===== config.mk =====
export PLATFORM = sky130hd
export DESIGN_NAME = fetch_decode_skid
export DESIGN_NICKNAME = d
export VERILOG_FILES = /design/src/rtl/fetch_decode_skid.sv
export SDC_FILE = /design/constraint.sdc
export NUM_CORES = 1
export LEC_CHECK = 0
export BUFFER_PORTS_ARGS = -buffer_cell sky130_fd_sc_hd__buf_2
export CAP_MARGIN = 25
export CORE_MARGIN = 2
export CORE_UTILIZATION = 50
export CTS_BUF_LIST = sky130_fd_sc_hd__clkbuf_8
export DETAILED_ROUTE_END_ITERATION = 8
export PLACE_DENSITY = 0.75
export SLEW_MARGIN = 30
export SYNTH_ARGS = -nofsm -noshare
export SYNTH_HDL_FRONTEND = slang
export SYNTH_SLANG_ARGS = --single-unit

===== constraint.sdc =====
create_clock -name clk -period 3.81 [get_ports clk]
set_input_delay 0.5715 -clock clk [delete_from_list [all_inputs] [get_ports clk]]
set_output_delay 0.5715 -clock clk [all_outputs]
set_load 0.02 [all_outputs]

===== src/rtl/fetch_decode_skid.sv =====
// -----------------------------------------------------------------------------
// fetch_decode_skid
//
// IF1 -> decode pipeline register with an elastic valid/ready handshake and a
// two-entry skid buffer. One fetch group (PC, LANES instructions, per-lane
// valid mask and fetch exception information) is held per entry.
//
// MAIN drives the out_* ports directly. SKID takes the overflow group that
// arrives in the cycle when decode stalls. in_ready and out_valid are
// registers derived from the next occupancy. This means out_ready has no
// combinational path to in_ready.
//
// Ports
//   clk, rst              clock (rising edge), synchronous active-high reset
//   flush                 drop every held group and the group offered now
//   in_valid / in_ready   upstream handshake (in_ready registered)
//   in_pc, in_inst        group PC and instructions (lane 0 in the low word)
//   in_mask               per-lane valid
//   in_excp, in_ecode     fetch exception flag and code
//   out_valid / out_ready downstream handshake
//   out_pc .. out_ecode   payload of MAIN
//   occupancy             number of held groups (0..2)
// -----------------------------------------------------------------------------
module fetch_decode_skid #(
    parameter int              WORD    = 32,
    parameter int              LANES   = 1,
    parameter int              ECODE_W = 6,
    parameter logic [WORD-1:0] PC_RST  = 32'h1c00_0000
) (
    input  logic                  clk,
    input  logic                  rst,
    input  logic                  flush,
    input  logic                  in_valid,
    output logic                  in_ready,
    input  logic [WORD-1:0]       in_pc,
    input  logic [LANES*WORD-1:0] in_inst,
    input  logic [LANES-1:0]      in_mask,
    input  logic                  in_excp,
    input  logic [ECODE_W-1:0]    in_ecode,
    output logic                  out_valid,
    input  logic                  out_ready,
    output logic [WORD-1:0]       out_pc,
    output logic [LANES*WORD-1:0] out_inst,
    output logic [LANES-1:0]      out_mask,
    output logic                  out_excp,
    output logic [ECODE_W-1:0]    out_ecode,
    output logic [1:0]            occupancy
);

    typedef struct packed {
        logic [WORD-1:0]       pc;
        logic [LANES*WORD-1:0] inst;
        logic [LANES-1:0]      mask;
        logic                  excp;
        logic [ECODE_W-1:0]    ecode;
    } entry_t;

    // The state encoding is the occupancy count itself.
    typedef enum logic [1:0] {
        ST_EMPTY = 2'd0,
        ST_ONE   = 2'd1,
        ST_FULL  = 2'd2
    } state_t;

    localparam entry_t ENTRY_RST = '{
        pc:    PC_RST,
        inst:  '0,
        mask:  '0,
        excp:  1'b0,
        ecode: '0
    };

    // Build the stored form of an incoming group. An excepting group is
    // reduced to lane 0 only, so decode raises the exception exactly once.
    function automatic entry_t capture(
        input logic [WORD-1:0]       pc,
        input logic [LANES*WORD-1:0] inst,
        input logic [LANES-1:0]      mask,
        input logic                  excp,
        input logic [ECODE_W-1:0]    ecode
    );
        entry_t e;
        e.pc    = pc;
        e.inst  = inst;
        e.mask  = excp ? LANES'(1'b1) : mask;
        e.excp  = excp;
        e.ecode = ecode;
        return e;
    endfunction

    state_t state_r;
    state_t state_nxt_s;
    entry_t main_r;
    entry_t main_nxt_s;
    entry_t skid_r;
    entry_t skid_nxt_s;
    entry_t in_entry_s;
    logic   in_ready_r;
    logic   out_valid_r;
    logic   acc_s;
    logic   store_s;
    logic   deq_s;

    assign in_entry_s = capture(in_pc, in_inst, in_mask, in_excp, in_ecode);

    // A bubble (no live lane, no exception) completes the handshake but is
    // not stored.
    assign acc_s   = in_valid & in_ready_r;
    assign store_s = acc_s & (in_excp | (|in_mask));
    assign deq_s   = out_valid_r & out_ready;

    // Next-state and entry update for the EMPTY/ONE/FULL occupancy machine.
    always_comb begin
        state_nxt_s = state_r;
        main_nxt_s  = main_r;
        skid_nxt_s  = skid_r;
        case (state_r)
            ST_EMPTY: begin
                if (store_s) begin
                    state_nxt_s = ST_ONE;
                    main_nxt_s  = in_entry_s;
                end else begin
                    state_nxt_s = ST_EMPTY;
                end
            end
            ST_ONE: begin
                if (store_s && !deq_s) begin
                    state_nxt_s = ST_FULL;
                    skid_nxt_s  = in_entry_s;
                end else if (!store_s && deq_s) begin
                    state_nxt_s = ST_EMPTY;
                end else if (store_s && deq_s) begin
                    state_nxt_s = ST_ONE;
                    main_nxt_s  = in_entry_s;
                end else begin
                    state_nxt_s = ST_ONE;
                end
            end
            ST_FULL: begin
                // in_ready is low here, so only the drain path exists.
                if (deq_s) begin
                    state_nxt_s = ST_ONE;
                    main_nxt_s  = skid_r;
                end else begin
                    state_nxt_s = ST_FULL;
                end
            end
            default: begin
                state_nxt_s = ST_EMPTY;
                main_nxt_s  = ENTRY_RST;
                skid_nxt_s  = ENTRY_RST;
            end
        endcase
    end

    // State, entry and handshake registers. rst and flush share one clearing
    // path. The group offered in that cycle is dropped.
    always_ff @(posedge clk) begin
        if (rst || flush) begin
            state_r     <= ST_EMPTY;
            main_r      <= ENTRY_RST;
            skid_r      <= ENTRY_RST;
            in_ready_r  <= 1'b1;
            out_valid_r <= 1'b0;
        end else begin
            state_r     <= state_nxt_s;
            main_r      <= main_nxt_s;
            skid_r      <= skid_nxt_s;
            in_ready_r  <= (state_nxt_s != ST_FULL);
            out_valid_r <= (state_nxt_s != ST_EMPTY);
        end
    end

    assign in_ready  = in_ready_r;
    assign out_valid = out_valid_r;
    assign out_pc    = main_r.pc;
    assign out_inst  = main_r.inst;
    assign out_mask  = main_r.mask;
    assign out_excp  = main_r.excp;
    assign out_ecode = main_r.ecode;
    assign occupancy = state_r;

endmodule


==> results.sh <==
export IMPL_drive_gt1_share_pct=33.7
export IMPL_grt_pass1_wl_um=28600
export IMPL_period_share_pct=64.6
export IMPL_leakage_uw=0.00290
export IMPL_cts_buffer_depth=2
export IMPL_grt_max_degree=75
export IMPL_clkTransAtPathRegs_ns=0.08
export IMPL_numCtsBuffers=17
export IMPL_min_to="skid_r[66]$_SDFFE_PP1P_"
export IMPL_start_util_pct=51.6
export IMPL_fin_crit_ns=2.46
export IMPL_final_hold_viol_count=0
export IMPL_routed_wl_um=17600
export IMPL_ant_nets=0
export IMPL_tns_ns=0
export IMPL_num_fill_cells=1083
export IMPL_ys_types=34
export IMPL_layout_commonest_cell="buf_2"
export IMPL_synth_area_top_cells="dfxtp_1 (45%), a211oi_2 (12%), a22oi_1 (7.8%)"
export IMPL_grt_overflow_total=0
export IMPL_drtIter0Drc=545
export IMPL_hp_class="input port to flop"
export IMPL_hold_path_startpoint="in_pc[26]"
export IMPL_clockRootBuffer="clkbuf_8"
export IMPL_final_max_slew_viol_count=0
export IMPL_rows=41
export IMPL_max_freq_ghz=0.406
export IMPL_die_h_um=118
export IMPL_cts_hold_buffers=0
export IMPL_cap_violations=0
export IMPL_hpwl_um=10800
export IMPL_vias=5903
export IMPL_synth_top_area_share_pct=45.3
export IMPL_dieArea_um2=14000
export IMPL_dieWidth_um=118
export IMPL_fin_skew_ns=0.0135
export IMPL_wl_met3_um=1270
export IMPL_startpoint_type="input port"
export IMPL_irDropWorstVdd_uv=215
export IMPL_synth_fp_nets=770
export IMPL_grt_pass1_vias=5781
export IMPL_reg2reg_depth=6
export IMPL_fin_util_pct=60.8
export IMPL_status="finished, final reports clean"
export IMPL_yosysSeqAreaShare_pct=45.3
export IMPL_worstSkewPairLatency_ns=0.46
export IMPL_netlist_instances=690
export IMPL_worstSetupEndpointType="flop"
export IMPL_reg2reg_from="occupancy[1]$_SDFF_PP0_"
export IMPL_portBuffers=152
export IMPL_globalplace_congestion=0.752
export IMPL_ios=153
export IMPL_rrSetupSlack_ns=1.36
export IMPL_setup_viol=0
export IMPL_crit_arrival_ns=2.84
export IMPL_post_synth_instance_area_um2=6540
export IMPL_yosysTopAreaCell="dfxtp_1"
export IMPL_clock_sinks=148
export IMPL_wire_per_inst_um=17.9
export IMPL_ys_warn_count=0
export IMPL_dr_wl_met2_um=8470
export IMPL_antenna_found_initial=2
export IMPL_ys_ff_latch=148
export IMPL_cts_resized=0
export IMPL_core_um2=12700
export IMPL_final_cell_mix="buf_2 (152), dfxtp_1 (147), nor2_1 (75)"
export IMPL_track_usage_pct=25.1
export IMPL_min_path_cells=3
export IMPL_synth_avg_cell_area_um2=9.47
export IMPL_power_density_nw_per_um2=436
export IMPL_post_cts_setup_buffers=0
export IMPL_fin_nets=877
export IMPL_crit_fanout=19
export IMPL_cts_tree="done"
export IMPL_tightest_slew_ns=0.871
export IMPL_worstSetupPathType="input port to flop"
export IMPL_r2r_end="out_inst[17]$_SDFFE_PP0P_"
export IMPL_wl_met1_um=7550
export IMPL_drc=0
export IMPL_top_layer="met5"
export IMPL_rsz0062_at_grt="false"
export IMPL_htree_levels=4
export IMPL_vias_per_cell=6.01
export IMPL_synthToLayoutAreaGrowth_pct=17.9
export IMPL_drtPass1Iterations=5
export IMPL_max_slew_margin_rel_pct=42.0
export IMPL_worst_endpoint_required_ns=4.19
cell type report:
class                      instances  area, um^2  area share, %
tap                              172         215           2.79
clock buffer                      19         262           3.39
multi-input combinational        461        3180           41.2
sequential                       148        2970           38.5
inverter                           4        15.0          0.195
antenna                            1        2.50         0.0325
timing repair buffer             165         908           11.8
clock inverter                    13         158           2.05
registers in the layout, summed over array words and instances (netlist names):
name and count:
skid_r 72, out_inst 32, out_ecode 6, out_excp 1, out_valid 1, in_ready 1, out_mask 1, out_pc 32
occupancy 2
worst max-delay path by stage:
stage | start | end
after global placement | in_excp | out_ecode[4]$_SDFFE_PP0P_
after floorplan | in_mask | out_inst[10]$_SDFFE_PP0P_
after detailed placement | in_excp | out_ecode[0]$_SDFFE_PP0P_
after global routing | occupancy[1]$_SDFF_PP0_ | out_pc[31]$_SDFFE_PP0P_
after CTS | in_excp | out_pc[29]$_SDFFE_PP0P_
final | in_excp | out_ecode[0]$_SDFFE_PP0P_
cells by family (layout without fill, tap and decap cells):
logic type      after synthesis  count (layout)  share of synthesized area, %
buf+inv                      81             201                          6.43
compound gates              296             296                          35.3
flops                       148             148                          45.3
simple gates                162             162                          12.4
other cells                   0               1                             0
fa+ha+maj                     3               3                         0.574
worst max-delay path, cell delays in order:
cell	delay [ns]
buf_2	0.14
o211ai_2	0.33
inv_1	0.12
ha_1	0.28
and3b_2	0.26
a31oi_4	0.45
buf_4	0.34
a21oi_1	0.12
a211oi_2	0.22
metal layers:
layer | global-route usage (%) | vias up
met4 | 9.11 | 2
met1 | 30.1 | 2916
met2 | 41.9 | 186
met3 | 8.35 | 25
li1 | - | 2774
met5 | 0 | -
metrics by stage:
step	hold slack [ns]	instance area [um^2]	power, uW	worst slack (ns)	cells
after floorplan	0.434	6540	1970	1.47	690
after global routing	0.350	7700	3490	1.20	983
after CTS	0.338	7700	3380	1.39	982
after global placement	0.446	7280	2100	1.04	950
after detailed placement	0.456	7280	2120	0.893	950
final	0.365	7700	3360	1.35	983
power breakdown:
| group | internal, uW | switching [uW] | total (uW) |
|---|---|---|---|
| logic | 173 | 297 | 470 |
| clock network | 678 | 595 | 1270 |
| registers | 1590 | 27.0 | 1610 |
| total | 2440 | 919 | 3360 |
synth_stat cells:
cell       number
dfxtp_1       148
nor2_1         75
a21oi_1        69
a22oi_1        68
a31oi_1        68
nor2b_1        68
a211oi_2       65
clkbuf_1       49
buf_2          12
buf_6           9
nand2_1         7
o21ai_0         7
buf_4           6
nand3_1         6
o2111ai_1       4
a211oi_1        3
ha_1            3
inv_1           3
o22ai_1         3
or3_1           3
a21o_1          1
a221oi_1        1
a31o_2          1
a31oi_4         1
and3b_1         1
buf_8           1
inv_2           1
nor2_4          1
o211a_1         1
o211ai_2        1
o21ai_1         1
o221a_2         1
o221ai_2        1
or2_2           1
No activity file was read; power rests on OpenSTA's default activity.
